### src/rtl/mem_arb_pkg.sv
// Shared types and constants for the main-memory arbiter.
// Latency: none (declarations only).
// Backpressure: n/a.
package mem_arb_pkg;

  localparam int ADDR_W_DEF = 15;
  localparam int DATA_W_DEF = 16;

  // Port indices are sized for the largest supported port count (8), so one
  // index type serves every NUM_REQ setting.
  localparam int MAX_REQ    = 8;
  localparam int PORT_IDX_W = $clog2(MAX_REQ);

  localparam int PORT_CPU   = 0;
  localparam int PORT_VIDEO = 1;
  localparam int PORT_DMA   = 2;

  typedef logic [PORT_IDX_W-1:0] port_idx_t;

  // Next port in round-robin order, wrapping at n.
  function automatic port_idx_t next_port(input port_idx_t p, input int n);
    return (int'(p) == n - 1) ? '0 : p + 1'b1;
  endfunction

endpackage

### src/rtl/mem_arbiter_rr_picker.sv
// Round-robin picker: first requesting port at or after ptr_i, wrapping.
// Latency: purely combinational.
// Backpressure: none; found_o=0 when no port requests.
// Ports: req_i request vector, ptr_i start index, gnt_o one-hot pick, found_o pick valid.
module rr_picker
  import mem_arb_pkg::*;
#(
  parameter int NUM_REQ = 3
) (
  input  logic [NUM_REQ-1:0] req_i,
  input  port_idx_t          ptr_i,
  output logic [NUM_REQ-1:0] gnt_o,
  output logic               found_o
);

  always_comb begin
    int idx;
    idx     = 0;
    gnt_o   = '0;
    found_o = 1'b0;
    for (int k = 0; k < NUM_REQ; k++) begin
      idx = int'(ptr_i) + k;
      if (idx >= NUM_REQ) idx = idx - NUM_REQ;
      for (int i = 0; i < NUM_REQ; i++) begin
        if (!found_o && (i == idx) && req_i[i]) begin
          gnt_o[i] = 1'b1;
          found_o  = 1'b1;
        end
      end
    end
  end

endmodule

### src/rtl/mem_arbiter.sv
// Shares one memory port between NUM_REQ requesters: lock > starved > CPU priority > round-robin.
// Latency: grant and memory command combinational; read data returns READ_LATENCY cycles after grant.
// Backpressure: a requester holds req until it sees gnt; no stall on the read return path.
// Ports: req/lock/we/addr/wdata per requester in; gnt, rvalid/rdata out;
//        mem_we/mem_addr/mem_in to memory, mem_out from memory.
module mem_arbiter
  import mem_arb_pkg::*;
#(
  parameter int NUM_REQ      = 3,
  parameter int ADDR_W       = ADDR_W_DEF,
  parameter int DATA_W       = DATA_W_DEF,
  parameter int READ_LATENCY = 1,
  parameter int PRIO0        = 1,
  parameter int MAX_WAIT     = 15
) (
  input  logic                      clk,
  input  logic                      rst,
  input  logic [NUM_REQ-1:0]        req,
  input  logic [NUM_REQ-1:0]        lock,
  input  logic [NUM_REQ-1:0]        we,
  input  logic [NUM_REQ*ADDR_W-1:0] addr,
  input  logic [NUM_REQ*DATA_W-1:0] wdata,
  output logic [NUM_REQ-1:0]        gnt,
  output logic [NUM_REQ-1:0]        rvalid,
  output logic [DATA_W-1:0]         rdata,
  input  logic [DATA_W-1:0]         mem_out,
  output logic                      mem_we,
  output logic [ADDR_W-1:0]         mem_addr,
  output logic [DATA_W-1:0]         mem_in
);

  localparam int             WCW      = $clog2(MAX_WAIT + 1);
  localparam logic [WCW-1:0] WAIT_SAT = WCW'(MAX_WAIT);

  port_idx_t                rr_q, rr_d;
  port_idx_t                owner_q, owner_d;
  logic                     own_vld_q, own_vld_d;
  logic [WCW-1:0]           wait_q [NUM_REQ];
  logic [WCW-1:0]           wait_d [NUM_REQ];
  logic [READ_LATENCY-1:0]  pipe_vld_q, pipe_vld_d;
  port_idx_t                pipe_idx_q [READ_LATENCY];
  port_idx_t                pipe_idx_d [READ_LATENCY];

  port_idx_t                sel_idx;
  logic [NUM_REQ-1:0]       rr_gnt;
  logic                     rr_found;
  logic                     via_rr;

  rr_picker #(.NUM_REQ(NUM_REQ)) u_rr_picker (
    .req_i   (req),
    .ptr_i   (rr_q),
    .gnt_o   (rr_gnt),
    .found_o (rr_found)
  );

  // Grant selection, first rule that hits wins. Nothing is granted in reset.
  always_comb begin
    logic hit;
    hit    = 1'b0;
    gnt    = '0;
    via_rr = 1'b0;
    if (!rst) begin
      for (int i = 0; i < NUM_REQ; i++) begin
        if (own_vld_q && (owner_q == port_idx_t'(i)) && req[i]) begin
          gnt[i] = 1'b1;
          hit    = 1'b1;
        end
      end
      for (int i = 0; i < NUM_REQ; i++) begin
        if (!hit && req[i] && (wait_q[i] == WAIT_SAT)) begin
          gnt[i] = 1'b1;
          hit    = 1'b1;
        end
      end
      if (!hit && (PRIO0 != 0) && req[0]) begin
        gnt[0] = 1'b1;
        hit    = 1'b1;
      end
      if (!hit && rr_found) begin
        gnt    = rr_gnt;
        via_rr = 1'b1;
      end
    end
  end

  // Memory command mux for the granted port; all zero when idle.
  always_comb begin
    sel_idx  = '0;
    mem_we   = 1'b0;
    mem_addr = '0;
    mem_in   = '0;
    for (int i = 0; i < NUM_REQ; i++) begin
      if (gnt[i]) begin
        sel_idx  = port_idx_t'(i);
        mem_we   = we[i];
        mem_addr = addr[i*ADDR_W +: ADDR_W];
        mem_in   = wdata[i*DATA_W +: DATA_W];
      end
    end
  end

  always_comb begin
    rr_d      = via_rr ? next_port(sel_idx, NUM_REQ) : rr_q;
    // Every grant re-decides ownership. With no grant the owner cannot have
    // been requesting (it would have won), so ownership lapses.
    own_vld_d = |(gnt & lock);
    owner_d   = sel_idx;
    for (int i = 0; i < NUM_REQ; i++) begin
      if (req[i] && !gnt[i]) begin
        wait_d[i] = (wait_q[i] == WAIT_SAT) ? wait_q[i] : wait_q[i] + 1'b1;
      end else begin
        wait_d[i] = '0;
      end
    end
    pipe_vld_d[0] = |(gnt & ~we);
    pipe_idx_d[0] = sel_idx;
    for (int s = 1; s < READ_LATENCY; s++) begin
      pipe_vld_d[s] = pipe_vld_q[s-1];
      pipe_idx_d[s] = pipe_idx_q[s-1];
    end
  end

  always_ff @(posedge clk) begin
    if (rst) begin
      rr_q       <= '0;
      owner_q    <= '0;
      own_vld_q  <= 1'b0;
      pipe_vld_q <= '0;
      for (int i = 0; i < NUM_REQ; i++) wait_q[i] <= '0;
      for (int s = 0; s < READ_LATENCY; s++) pipe_idx_q[s] <= '0;
    end else begin
      rr_q       <= rr_d;
      owner_q    <= owner_d;
      own_vld_q  <= own_vld_d;
      pipe_vld_q <= pipe_vld_d;
      for (int i = 0; i < NUM_REQ; i++) wait_q[i] <= wait_d[i];
      for (int s = 0; s < READ_LATENCY; s++) pipe_idx_q[s] <= pipe_idx_d[s];
    end
  end

  // Read return from the pipe tail; suppressed while in reset so in-flight
  // reads are never reported.
  always_comb begin
    rvalid = '0;
    rdata  = '0;
    if (!rst && pipe_vld_q[READ_LATENCY-1]) begin
      for (int i = 0; i < NUM_REQ; i++) begin
        if (pipe_idx_q[READ_LATENCY-1] == port_idx_t'(i)) rvalid[i] = 1'b1;
      end
      rdata = mem_out;
    end
  end

endmodule

### config.mk
export PLATFORM = sky130hd
export DESIGN_NAME = mem_arbiter
export DESIGN_NICKNAME = d
export VERILOG_FILES = /design/src/rtl/mem_arb_pkg.sv /design/src/rtl/mem_arbiter_rr_picker.sv /design/src/rtl/mem_arbiter.sv
export SDC_FILE = /design/constraint.sdc
export NUM_CORES = 1
export LEC_CHECK = 0
export CAP_MARGIN = 20
export CORE_MARGIN = 2
export CORE_UTILIZATION = 38
export DETAILED_ROUTE_END_ITERATION = 8
export GPL_ROUTABILITY_DRIVEN = 1
export PLACE_DENSITY = 0.92
export SYNTH_ARGS = -nofsm -noshare
export SYNTH_HDL_FRONTEND = slang
export SYNTH_SLANG_ARGS = --single-unit
### constraint.sdc
create_clock -name clk -period 10.4 [get_ports clk]
set_input_delay 1.56 -clock clk [delete_from_list [all_inputs] [get_ports clk]]
set_output_delay 1.56 -clock clk [all_outputs]
set_load 0.005 [all_outputs]
---- Word-level counts from Yosys, hierarchy flattened ----
Memories as Yosys holds them, arrays and structs flattened.
Index checks and enable logic that the tools add are counted.
W data, S select, Z words.
cells by class
  add/sub/neg operators ................... 9
  $lt $le $gt $ge ......................... 3
  equal/unequal tests ..................... 14
  muxes and demuxes ....................... 73
  bitwise operators ....................... 6
  reductions and logical operators ........ 60
operator list
  cell                     number
  $eq A2 B32 Y1 const A    3
  $eq A3 B32 Y1 const A    3
  $logic_not A32 Y1        3
  $mux W32                 3
  $ge A32 B3 Y1 const B    2
  $mux W16                 4
  $sub A32 B3 Y32 const B  2
  $mux W1                  48
  $mux W15                 3
  $mux W4                  9
  $logic_and A1 B1 Y1      35
  $mux W3                  6
  $logic_not A1 Y1         17
  $add A4 B1 Y4 const B    3
  $eq A4 B4 Y1 const B     3
  $reduce_or A3 Y1         3
  $and A3 B3 Y3            2
  $eq A3 B1 Y1 const B     2
  $eq A3 B2 Y1 const B     2
  $logic_not A3 Y1         2
  $add A3 B1 Y4 const B    1
  $add A3 B2 Y4 const B    1
  $sub A3 B2 Y4 const B    1
  $add A3 B1 Y3 const B    1
  4 further kinds          6
storage, ports and cells
  bits in registers ....................... 8
  bits in writable memories ............... 15
  input bits .............................. 120
  output and inout bits ................... 54
  memories ................................ 2
memory list
  memory      words  bits a word  read ports  clocked after memory_dff  wr ports  RTL line           source
  wait_q      3      4            3           0                         3         mem_arbiter.sv:38  logic [WCW-1:0] wait_q [NUM_REQ];
  pipe_idx_q  1      3            1           0                         1         mem_arbiter.sv:41  port_idx_t pipe_idx_q [READ_LATENCY];

---- Logic depth before layout (Yosys ltp) ----
Gate-level depths: netlist of run 1.
  depth after elaboration ................. 44
  mapped depth ............................ 16
  gate-level depth less buffers ........... 13

---- By module ----
A second synthesis of run 1 with hierarchy kept.
second synthesis, totals
  cell total of the unflattened synthesis .. 350
  area total of the unflattened synthesis .. 2548.7 um^2
by module, submodules not included
  module       instances  cells each  area an instance (um^2)
  mem_arbiter  1          256         1868.0
  rr_picker    1          94          680.7

---- Least setup slack after synthesis of run 1 ----
OpenSTA, ideal clock, no wires.
  path type ............................... register to output
  start point ............................. register rr_q[1]
  end point ............................... output mem_addr[10]
  arrival ................................. 3.546 ns
  setup slack ............................. 5.294 ns
  stages on the path, launching flop included .. 17
  path buffers ............................ 3
  cells stage by stage .................... dfxtp_1 > ha_1 > inv_1 > ha_1 > clkbuf_1 > nor2_1 > ha_1 > or3b_1 > a211oi_1 > or4_1 > o21ai_1 > a211o_1 > a21o_4 > nor2b_4 > buf_6 > buf_6 > a221o_1
on the way
  elaborated cells on any way between the ends .. 68
  those cells by class .................... add/sub: 5; order compare: 3; eq/ne: 6; mux: 25; reduce/logical: 29
RTL lines
  element                                                   RTL line            source
  start, declared                                           mem_arbiter.sv:35   port_idx_t rr_q, rr_d;
  start signal, assigned                                    mem_arbiter.sv:132  rr_q <= rr_d;
  branches (longest 38 deep; another with $sub A32 B3 Y32)  -
  $mux W3 (*)                                               mem_arbiter.sv:79   if (!hit && rr_found) begin
  $mux W3 (*)                                               mem_arbiter.sv:62   if (!rst) begin
  named net gnt[1]                                          mem_arbiter.sv:23   output logic [NUM_REQ-1:0] gnt,
  $mux W15 (*) (2 in series)                                mem_arbiter.sv:93   if (gnt[i]) begin
  end, declared                                             mem_arbiter.sv:28   output logic [ADDR_W-1:0] mem_addr,
Mark *: on every way through the listed nets, which the timed path passes.

---- Final worst setup path of run 1 ----
  start point ............................. register rr_q[0]
  end point ............................... output mem_in[5]
on the way
  longest elaborated chain between the ends .. 43
  elaborated cells on any way between the ends .. 68
  those cells by class .................... add/sub: 5; order compare: 3; eq/ne: 6; mux: 25; reduce/logical: 29
RTL lines
  element                                                   RTL line           source
  branches (longest 38 deep; another with $sub A32 B3 Y32)  -
  $mux W3 (*)                                               mem_arbiter.sv:79
  $mux W3 (*)                                               mem_arbiter.sv:62
  $mux W16 (2 in series)                                    mem_arbiter.sv:93
  $mux W16 (*)                                              mem_arbiter.sv:93
  end, declared                                             mem_arbiter.sv:29  output logic [DATA_W-1:0] mem_in
Mark *: on every way between the ends.

==> results of run 1 <==
cell families after synthesis:
logic type,synth area share [%]
simple gates,37.0
compound gates,26.2
buf+inv,7.41
flops,16.1
fa+ha+maj,7.41
mux,4.45
xor+xnor,1.48
critical path: stages (launching register included):
cell,delay (ps)
dfxtp_1,710
inv_2,200
ha_1,480
nor2_1,220
nor2_1,80
ha_1,330
or3b_1,350
a211oi_1,230
or4_1,150
o21ai_1,150
a2111oi_4,530
a21o_4,240
nor2b_4,670
a221o_1,280
clkdlybuf4s50_1,550
how the worst min path moves through the flow:
stage	from	to	slack (ps)
floorplan	wait_q[0][3]$_SDFFE_PP0P_	wait_q[0][2]$_SDFFE_PP0P_	500
global placement	wait_q[0][3]$_SDFFE_PP0P_	wait_q[0][2]$_SDFFE_PP0P_	510
detailed placement	wait_q[0][2]$_SDFFE_PP0P_	wait_q[0][2]$_SDFFE_PP0P_	540
CTS	wait_q[0][3]$_SDFFE_PP0P_	wait_q[0][2]$_SDFFE_PP0P_	550
global route	wait_q[0][5]$_SDFFE_PP0P_	wait_q[0][5]$_SDFFE_PP0P_	580
finish	wait_q[0][3]$_SDFFE_PP0P_	wait_q[0][2]$_SDFFE_PP0P_	550
layer usage:
layer	vias to the layer above	share of wire (%)	track usage (%)	wire, microns
met2	136	52	46.1	4650
met5	-	0	0	0
li1	1397	-	-	-
met1	1330	37	26.1	3340
met3	25	6.8	6.26	609
met4	0	3.7	9.24	331
sequential cells by signal (all words and copies together), names as in the netlist:
name / cells
wait_q: 12
rr_q: 3
pipe_idx_q: 2
own_vld_q: 1
pipe_vld_q: 1
stage by stage:
| step | power (mW) | cells |
|---|---|---|
| 6_report | 0.321 | 520 |
| 5_1_grt | 0.338 | 520 |
| 4_1_cts | 0.318 | 519 |
| 3_5_place_dp | 0.264 | 515 |
| 3_3_place_gp | 0.261 | 515 |
| 2_1_floorplan | 0.169 | 287 |
layout make-up:
| class | instances | share of cell area, % |
|---|---|---|
| Clock buffer | 3 | 0.998 |
| Inverter | 9 | 0.817 |
| Multi-Input combinational cell | 238 | 43.8 |
| Tap cell | 75 | 2.27 |
| Sequential cell | 19 | 9.20 |
| Timing Repair Buffer | 175 | 42.7 |
| Clock inverter | 1 | 0.181 |
cell usage after synthesis (all sizes together) (6+ instances only):
master,number,share of area [%]
clkbuf,10,1.6
nor2,14,2.2
nand3,10,2.1
inv,9,1.4
nand3b,7,2.2
nand2,12,1.9
nor4b,6,2.5
mux2i,9,3.8
and2,50,13
a221o,33,14
nor2b,6,1.9
ha,14,7.4
nand2b,9,2.4
buf,11,4.4
nor3,8,1.7
o21ai,7,1.5
dfxtp,19,16
layout by cell type (no fill, tap or decap), types with 3 or more instances in the layout:
cell / synthesis / layout
clkdlybuf4s50_1: 0 / 173
and2_1: 50 / 50
a221o_1: 33 / 33
dfxtp_1: 19 / 19
nor2_1: 14 / 14
ha_1: 14 / 14
nand2_1: 12 / 12
nand3_1: 10 / 10
nand2b_1: 9 / 9
mux2i_1: 9 / 9
inv_1: 8 / 8
nor3_1: 8 / 7
nand3b_1: 7 / 7
nor2b_1: 5 / 5
nor4b_1: 5 / 5
nor4_1: 5 / 5
a211oi_1: 5 / 5
o21ai_0: 5 / 5
a21oi_1: 5 / 5
nor3b_1: 3 / 3
xnor2_1: 3 / 3
o22ai_1: 3 / 3
nor4bb_1: 3 / 3
clkbuf_8: 0 / 3
power groups by stage:
stage	Clock (mW)	Sequential, mW	Combinational [mW]
CTS	0.0541	0.0817	0.182
detailed placement	0	0.0835	0.181
floorplan	0	0.0815	0.0872
global route	0.0570	0.0825	0.198
finish	0.0540	0.0820	0.185
global placement	0	0.0831	0.178
==> results.toml, run 1 <==
[cells_and_area]
stdcell_area_sq_um = 4140
utilization_pct = 69.5
multi_input_area_sq_um = 1810
seqCellArea_sq_um = 380
nFillCells = 482
area_delta_synth_final_pct = 75.0
antenna_cells = 0
drive_above_1_share_pct = 4.04
final_net_count = 580

[place]
io_buffers = 173
dp_slack_ps = 3280
detailed_place.area_sq_um = 4060
hpwl_microns = 7310
gp_congestion = 0.919

[sta]
hold_violations = 0
clock_skew_ps = 2.00
rsz0062_at_grt = "no"
maxSlewViolCount = 0
setup_ws_ps = 3420
min_period_ps = 6980
final-setup-viol-count = 0
worst_hold_slack_ps = 552
relSlewSlack_pct = 46.8
final.setup.tns_ps = 0
max_slew.worst_pin.slew_ps = 795
fin_crit_sh_pct = 67.1
max_freq_mhz = 143

[drt]
drc_errors = 0
via_per_inst = 5.55
drt-total-wl_microns = 8930
drtIter0Drc = 120
drt.antenna.violating_nets = 0
dr_total_vias = 2888
post_drt_wl_per_cell_microns = 17.2
first_pass_iters = 4

[die]
num_rows = 28
die_h_microns = 82.9
initial_core_util_pct = 39.7
die_width_microns = 82.9
die_area_sq_um = 6870
num_io_pins = 174
core-area_sq_um = 5960

[clocking]
cts_tree = "yes"
cts_sinks = 19
cts-root-buf = "clkbuf_8"
holdBufCountCts = 0
clock_path_buffers = 2
cts_setup_buffers = 0
clock_latency_ps = 260
cts_resized = 0
clkSlewWorstSetupHoldPaths_ps = 70
cts-htree-levels = 1
cts_buffers = 3

[worst_setup_path]
arrival_ps = 5420
r2r_slack_ps = 5740
startpoint_type = "flop"
cp-end-kind = "output pin"
critPathKind = "flop to output pin"
cp.required_ps = 8840
r2r_start = "rr_q[0]$_SDFFE_PP0P_"
cp-endpoint = "mem_in[5]"
reg2reg_to = "pipe_vld_q$_SDFF_PP0_"
worstSetupStartpoint = "rr_q[0]$_SDFFE_PP0P_"
critPathMaxFanout = 34
reg2reg_depth = 13

[global_routing]
grt_util_all_layers_pct = 24.6
grt_first_pass_wirelength_microns = 13900
first_global_vias = 2834
grt_overflow = 0
grt_max_degree = 36
antenna_found_initial = 0

[pwr]
power_density_nw_per_um2 = 77.6
ir_drop_mv = 0.0526
p_int_mw = 0.220
power.switching_mw = 0.101
p_leak_nw = 1.57
pwr-share-comb_pct = 57.7
power_switching_share_pct = 31.5
power_frac_seq_pct = 25.5
power.share.clock_pct = 16.8

[logic_synthesis]
synth-seq-cells = 19
seq_area_frac_synth_pct = 16.1
synth_ff_type = "dfxtp_1"
ys_warn_count = 0
postSynthCellCount = 287
postSynth.asyncResetShare_pct = 0
synth.net_count = 421
ys_types = 53
avgSynthCellArea_sq_um = 8.24
synth_area_sq_um = 2360
synth_edf_count = 0

[min_path]
hold_depth = 2
hold_class = "flop to flop"

[run]
drv_cap = 0

[outcome]
status = "finished clean"
No activity file was read; power rests on OpenSTA's default activity.
==> inputs of run 2 (changes only) <==
Settings changed: CORE_UTILIZATION 38 to 35, PLACE_DENSITY 0.92 to 0.86.
Clock period 10.4 ns to 6.5 ns, I/O delays scaled along.
==> run 2 against run 1 <==
Against the previous run:
- via count shrank 0.45%
- register-to-register slack lost 3700 ps
- flip-flop and latch count did not move
- combinational power up 59%
==> results.toml, run 2 (synthesis results as in run 1) <==
[drt]
post_drt_wl_per_cell_microns = 17.7
via_per_inst = 5.49
drc_errors = 0
first_pass_iters = 4
drt-total-wl_microns = 9290
dr_total_vias = 2875
drt.antenna.violating_nets = 0
drtIter0Drc = 132

[die]
die_width_microns = 86.2
die_h_microns = 86.2
core-area_sq_um = 6420
die_area_sq_um = 7430
num_rows = 29
initial_core_util_pct = 36.8
num_io_pins = 174

[pwr]
power_density_nw_per_um2 = 122
power.total_mw = 0.506
ir_drop_mv = 0.0954
p_leak_nw = 1.58

[cells_and_area]
antenna_cells = 0
layout_common_cells = "173 x clkdlybuf4s50_1, 50 x and2_1, 33 x a221o_1, 19 x dfxtp_1"
top_regs = "wait_q (12), rr_q (3), pipe_idx_q (2)"
area_delta_synth_final_pct = 75.0
layout.cells.most_common = "clkdlybuf4s50_1"
largest_reg_flops = 12
drive_above_1_share_pct = 4.25
regMostFlops = "wait_q"
utilization_pct = 64.4
final_net_count = 582

[worst_setup_path]
cp-end-kind = "output pin"
critPathKind = "flop to output pin"
cp.required_ps = 5520
crit_buf_inv = 3
startpoint_type = "flop"
crit_path_cell_trace = "inv_2, ha_1, nor2_1, nor2_1, ha_1, or3b_1, a211oi_1, or4_1, o21ai_1, a2111oi_4, a21o_4, and2b_1, buf_4, a221o_1, clkdlybuf4s50_1"
arrival_ps = 5100
cpLargestDelayFamily = "compound AO/OA/AOI/OAI gates"
critPathMaxFanout = 34
slowest_delay_ps = 700
r2r_slack_ps = 2020
critPathSlowestCell = "dfxtp_1"

[clocking]
cts-htree-levels = 1
clock_latency_ps = 250
cts_tree = "yes"
cts_resized = 0
cts_buffers = 3
cts-root-buf = "clkbuf_8"
holdBufCountCts = 0
cts_setup_buffers = 0
clock_path_buffers = 2
clkSlewWorstSetupHoldPaths_ps = 70
cts_sinks = 19

[sta]
maxSlewViolCount = 0
relSlewSlack_pct = 42.2
fin_crit_sh_pct = 93.5
max_freq_mhz = 165
min_period_ps = 6080
final-setup-viol-count = 0
worst_hold_slack_ps = 553
max_slew.worst_pin.slew_ps = 864
final.setup.tns_ps = 0
clock_skew_ps = 2.86
hold_violations = 0
rsz0062_at_grt = "no"

[global_routing]
antenna_found_initial = 0
grt_first_pass_wirelength_microns = 14100
first_global_vias = 2932
grt_util_all_layers_pct = 23.9
grt_overflow = 0
grt_max_degree = 36

[place]
io_buffers = 173
gp_congestion = 0.888
hpwl_microns = 7650

[min_path]
hold_class = "flop to flop"

[outcome]
status = "finished clean"

[run]
drv_cap = 0
[run 2: cell types whose count changed in the layout (fill, tap and decap cells not counted), sizes merged]
cell and change:
buf +1, clkbuf +1, clkinvlp -1, nor2b +1
[run 2: worst reg2reg max path: cells and delay by family (launching register included)]
| family | cells | cell delay (ps) |
|---|---|---|
| AND/OR/NAND/NOR | 5 | 1220 |
| flip-flops | 1 | 700 |
| AO/OA/AOI/OAI | 5 | 1300 |
| buffers and inverters | 2 | 390 |
| adder cells (fa/ha/maj) | 2 | 800 |
[run 2: per-stage QoR]
| stage | setup slack [ps] | cells | area [sq um] |
|---|---|---|---|
| floorplan | 1980 | 287 | 2360 |
| global placement | 667 | 519 | 4080 |
| detailed placement | 503 | 519 | 4080 |
| CTS | 205 | 523 | 4120 |
| global route | 67.0 | 524 | 4140 |
| finish | 423 | 524 | 4140 |
[run 2: report_power, final]
group | leakage, nW | internal, mW | switching, mW
Sequential | 0.155 | 0.122 | 0.00872
Combinational | 1.40 | 0.184 | 0.111
Clock | 0.0228 | 0.0436 | 0.0363
Total | 1.58 | 0.350 | 0.156
[run 2: routing by layer]
| layer | GRT usage, % | share of wire (%) | wire length [microns] |
|---|---|---|---|
| met2 | 46.4 | 55 | 5150 |
| met4 | 6.53 | 2.4 | 223 |
| met1 | 25.1 | 36 | 3330 |
| met5 | 0 | 0 | 0 |
| met3 | 6.38 | 6.4 | 596 |
[run 2: final timing paths]
kind,start,endpoint,cells after the start
worst min register to register,wait_q[0][3]$_SDFFE_PP0P_,wait_q[0][2]$_SDFFE_PP0P_,2
worst max register to register,rr_q[0]$_SDFFE_PP0P_,pipe_vld_q$_SDFF_PP0_,14
worst max-delay path,rr_q[0]$_SDFFE_PP0P_,mem_in[9],15
worst min-delay path,wait_q[0][3]$_SDFFE_PP0P_,wait_q[0][2]$_SDFFE_PP0P_,2
[run 2: final cells by class]
| class | instances | area [sq um] |
|---|---|---|
| Fill cell | 535 | 2290 |
| Multi-Input combinational cell | 239 | 1830 |
| Timing Repair Buffer | 176 | 1750 |
| Sequential cell | 19 | 380 |
| Tap cell | 77 | 96.3 |
| Clock buffer | 4 | 45.0 |
| Inverter | 9 | 33.8 |
==> inputs of run 3 (changes only) <==
Settings changed: CORE_UTILIZATION 35 to 36, MAX_ROUTING_LAYER set to met4, SYNTH_HIERARCHICAL set to 1.
==> run 3 against run 2 <==
Against the previous run:
- final area increased by 5.2%
- maximum frequency about the same
- via count increased by 19%
- clock-buffer cell count is 1 lower
- routed wire length increased by 5.3%
- core utilization decreased by 0.73 points
- critical path type unchanged
- synthesized cell count rose by 22%
- clock skew grew 3.6 ps
==> results.toml, run 3 <==
[clocking]
cts_setup_buffers = 0
cts_resized = 0
clock_latency_ps = 260
cts-root-buf = "clkbuf_8"
cts-htree-levels = 1
clock_path_buffers = 2
holdBufCountCts = 0
cts_tree = "yes"
clkSlewWorstSetupHoldPaths_ps = 80
cts_buffers = 3
cts_sinks = 19

[sta]
min_period_ps = 6080
final-setup-viol-count = 0
maxSlewViolCount = 0
clock_skew_ps = 6.46
fin_crit_sh_pct = 93.5
max_slew.worst_pin.slew_ps = 831
rsz0062_at_grt = "no"
relSlewSlack_pct = 44.5
max_freq_mhz = 164
final.setup.tns_ps = 0
hold_violations = 0

[worst_setup_path]
r2r_start = "rr_q[1]$_SDFFE_PP0P_"
r2r_slack_ps = 2220
reg2reg_to = "own_vld_q$_SDFF_PP0_"
critPathMaxFanout = 36
cp.required_ps = 5520
cp-endpoint = "mem_in[4]"
reg2reg_depth = 15
arrival_ps = 5110
worstSetupStartpoint = "rr_q[1]$_SDFFE_PP0P_"
cp-end-kind = "output pin"
critPathKind = "flop to output pin"
startpoint_type = "flop"

[place]
gp_congestion = 0.940
io_buffers = 173
hpwl_microns = 7680
dp.cells = 596

[logic_synthesis]
synth-seq-cells = 19
synthTopCellsByArea = "dfxtp_1 15%, a21oi_1 13%, a32oi_1 11%"
ys_warn_count = 6
synth_area_sq_um = 2550
synth.net_count = 483
avgSynthCellArea_sq_um = 7.28
postSynth.asyncResetShare_pct = 0
synth_ff_type = "dfxtp_1"
postSynthCellCount = 350
synthTopCellsByCount = "65 x a21oi_1, 31 x a32oi_1, 19 x dfxtp_1, 19 x nor2_1, 17 x and2_1"
yosysTopAreaCellShare_pct = 14.9
ys_types = 62
synth_top_cell_by_area = "dfxtp_1"
synth_edf_count = 0
seq_area_frac_synth_pct = 14.9
synth_most_common_cell = "a21oi_1"

[global_routing]
grt_overflow = 0
grt_max_degree = 37
grt_first_pass_wirelength_microns = 14600
first_global_vias = 3215
grt_util_all_layers_pct = 24.1
antenna_found_initial = 0

[outcome]
status = "finished clean"

[cells_and_area]
drive_above_1_share_pct = 5.16
layout_common_cells = "173 x clkdlybuf4s50_1, 65 x a21oi_1, 31 x a32oi_1, 19 x nor2_1, 19 x dfxtp_1"
seqCellArea_sq_um = 380
area_delta_synth_final_pct = 70.7
largest_reg_flops = 12
nFillCells = 611
fin_cells = 600
regMostFlops = "wait_q"
layout.cells.most_common = "clkdlybuf4s50_1"
final_net_count = 638
multi_input_area_sq_um = 1960
antenna_cells = 0
utilization_pct = 63.7
top_regs = "wait_q (12), rr_q (3), owner_q (2)"

[pwr]
ir_drop_mv = 0.214
power_density_nw_per_um2 = 359
power.total_mw = 1.56
p_leak_nw = 1.55

[drt]
drt-total-wl_microns = 9790
drc_errors = 0
first_pass_iters = 4
dr_total_vias = 3424
drtIter0Drc = 129
post_drt_wl_per_cell_microns = 16.3
drt.antenna.violating_nets = 0
via_per_inst = 5.71

[min_path]
hold_class = "flop to flop"

[die]
core-area_sq_um = 6830
initial_core_util_pct = 37.3
die_h_microns = 88.1
num_rows = 30
die_area_sq_um = 7770
die_width_microns = 88.1
num_io_pins = 174

[run]
drv_cap = 0
[run 3: how the worst min path moves through the flow]
stage / slack (ps) / startpoint / end / cells after the start
floorplan: 500 / wait_q[0][11]$_SDFFE_PP0P_ / wait_q[0][11]$_SDFFE_PP0P_ / 1
global placement: 530 / wait_q[0][11]$_SDFFE_PP0P_ / wait_q[0][11]$_SDFFE_PP0P_ / 1
detailed placement: 540 / wait_q[0][11]$_SDFFE_PP0P_ / wait_q[0][11]$_SDFFE_PP0P_ / 1
CTS: 540 / wait_q[0][11]$_SDFFE_PP0P_ / wait_q[0][11]$_SDFFE_PP0P_ / 1
finish: 540 / wait_q[0][11]$_SDFFE_PP0P_ / wait_q[0][11]$_SDFFE_PP0P_ / 1
global route: 580 / wait_q[0][11]$_SDFFE_PP0P_ / wait_q[0][11]$_SDFFE_PP0P_ / 1
[run 3: area by class of cell]
cell class	instances	area share [%]
multi-input combinational	284	45.0
inverter	18	1.55
clock buffer	3	0.949
tap	96	2.76
clock inverter	1	0.115
sequential	19	8.74
timing repair buffer	179	40.8
[run 3: cells by family (layout without fill, tap and decap cells)]
group / count (synthesis) / in the layout / share of synthesized area, %
and+or+nand+nor: 115 / 115 / 26.2
adders and majority gates: 13 / 13 / 6.38
xor gates and xnor gates: 5 / 5 / 1.72
DFF: 19 / 19 / 14.9
muxes: 6 / 6 / 2.50
AOI/OAI and AO/OA: 145 / 145 / 39.1
buffers and inverters: 47 / 201 / 9.18
[run 3: critical path, stage by stage (launching register included)]
cell and delay (ps):
dfxtp_1 610, inv_1 170, ha_1 370, a21oi_1 60, ha_1 290, nor4bb_1 290, a31oi_1 70, a22oi_1 370
a41oi_1 220, o21ai_1 230, inv_1 80, nor4_1 340, o22ai_2 170, nor2_4 660, a32oi_1 100, a21oi_1 260
clkdlybuf4s50_1 550
[run 3: per-stage QoR]
stage	instance area, sq um	hold slack, ps	setup slack [ps]
2_1_floorplan	2550	496	2040
3_3_place_gp	4300	525	828
3_5_place_dp	4300	536	771
4_1_cts	4350	544	448
5_1_grt	4350	579	19.6
6_report	4350	540	420
[run 3: power by group]
| part | total (mW) | internal [mW] | leakage, nW | switching, mW |
|---|---|---|---|---|
| clock network | 0.0833 | 0.0427 | 0.0255 | 0.0407 |
| registers | 0.171 | 0.136 | 0.155 | 0.0353 |
| logic | 1.31 | 0.695 | 1.37 | 0.612 |
[run 3: per-layer routing]
metal | GRT usage (%) | vias to the layer above | part of all wire, %
met1 | 28.4 | 1563 | 40
met3 | 2.83 | 26 | 6.0
li1 | - | 1664 | -
met4 | 9.64 | 0 | 2.4
met5 | - | - | 0
met2 | 41.6 | 171 | 51
==> edit (config.mk and constraints of run 3) <==
Set the parameter `READ_LATENCY` to 2 (it was 1).
--- a/src/rtl/mem_arbiter.sv
+++ b/src/rtl/mem_arbiter.sv
@@ -9,7 +9,7 @@
   parameter int NUM_REQ      = 3,
   parameter int ADDR_W       = ADDR_W_DEF,
   parameter int DATA_W       = DATA_W_DEF,
-  parameter int READ_LATENCY = 1,
+  parameter int READ_LATENCY = 2,
   parameter int PRIO0        = 1,
   parameter int MAX_WAIT     = 15
 ) (
Behaviour: not the same (Yosys sat finds a counterexample within 4 cycles, from zero or initial values and one cycle with rst high).
==> edit against run 3 <==
- sequential cell count grew 3
- area after synthesis shrank 2.1%
- total power shrank 12%
- design area shrank 0.98%
- utilization grew 0.078 points
- synthesized cell count shrank 10%
- count of clock-buffer cells in the layout grew 1
- wire length shrank 11%
- sequential share of layout area grew 1.5 points
- worst setup slack gained 0.18 ns
- final cell count shrank 7.5%
- sequential power grew 18%
- maximum frequency grew 3.1%
- critical path type unchanged
==> edit: results <==
[synth]
synth.distinct_cells = 60
synth_mux_area_share_pct = 2.41
synth_area_leaders = dfxtp_1, a221o_1, and3_1
synth_compound_area_share_pct = 28.3
synth_fa_ha_area_share_pct = 6.52
synth-seq-area-share_pct = 17.6
synth-async-reset-ratio_pct = 0
synth-xor-area-share_pct = 1.75
mappedNetlistNets = 448
synthTopCellsByCount = a221o_1, and3_1, nor2_1
synthCells = 315
synth_flop_cell = dfxtp_1

[power_and_ir_drop]
p_leak_nw = 1.71
ir_drop_uv = 152
power_switching_share_pct = 41.8

[finish]
antenna_cells = 0
regArea_sq_um = 440
fillers = 565
stdcell_count = 555
fin_nets = 609
reg.largest.list = wait_q: 12 flops, pipe_idx_q: 3 flops, rr_q: 3 flops
drive_gt1_share_pct = 5.89

[clocking]
cts.repair.resized = 0
numCtsBuffers = 3
clockBufferDepth = 2
postCtsSetupBuffers = 0
worstSkewPairLatency_ns = 0.26
clk_pin_slew_worst_paths_ns = 0.08
cts.htree.levels = 1

[placed_design]
routabilityCongestion = 0.853
hpwlAfterDp_mm = 6.94
place_ws_ns = 0.977
dp_cells = 551

[global_route]
grt_usage_pct = 21.6
grt_pass1_wl_mm = 13.2
grt_pass1_vias = 2892

[worst_setup_path]
cp.arrival_ns = 4.92
worstPathMaxFanout = 36
cp_slowest_stage_delay_ns = 0.62
r2r_cells = 15
slowest_stage = dfxtp_1
crit_family = simple AND/OR/NAND/NOR gates

[route]
drt_pass1_iterations = 4
drt-total-wl_mm = 8.73
num_vias = 3090
drt_iter0_markers = 182

[min_path]
holdPathStages = 1

[timing]
worst_pin_slew_ns = 0.793
fin_skew_ns = 0.00154

[status]
status = completed
edit: cell count changes after synthesis, sizes merged, moves of 4 or more:
cell and delta:
and3 +30, nor2b +4, nor2 +5, a21oi -58
buf -5, a221o +29, inv -6, a32oi -31
edit: worst paths after layout:
| check | to | startpoint | slack [ns] |
|---|---|---|---|
| max | mem_addr[6] | rr_q[1] | 0.60 |
| min | pipe_vld_q[1] | pipe_vld_q[0] | 0.44 |
| max reg2reg | wait_q[0][2] | rr_q[1] | 2.14 |
| min reg2reg | pipe_vld_q[1] | pipe_vld_q[0] | 0.44 |
edit: final cells by class:
| class | count | area share (%) |
|---|---|---|
| Timing Repair Buffer | 177 | 40.9 |
| Clock buffer | 4 | 1.28 |
| Inverter | 11 | 0.958 |
| Sequential cell | 22 | 10.2 |
| Tap cell | 80 | 2.32 |
| Multi-Input combinational cell | 261 | 44.3 |
edit: cell families (layout without fill, tap and decap cells):
logic type / Yosys count / count (layout)
xor+xnor: 5 / 5
fa+ha+maj: 13 / 13
simple gates: 156 / 156
compound gates: 81 / 81
mux: 6 / 6
flops: 22 / 22
buf+inv: 32 / 192
edit: power by group through the flow:
stage | sequential [mW] | combinational (mW) | clock [mW]
global placement | 0.203 | 1.05 | 0
floorplan | 0.179 | 0.639 | 0
global route | 0.208 | 1.16 | 0.106
CTS | 0.202 | 1.07 | 0.0990
finish | 0.202 | 1.08 | 0.0971
detailed placement | 0.206 | 1.06 | 0
edit: metal layers:
metal  wire length, um  global-route usage, %  vias up  share of wire [%]
li1                  -                      -     1531                  -
met1              3680                   26.9     1429                 42
met2              4520                   38.6      124                 52
met3               468                   3.03        6                5.4
met4                52                   1.82        0               0.60
met5                 0                      -        -                  0
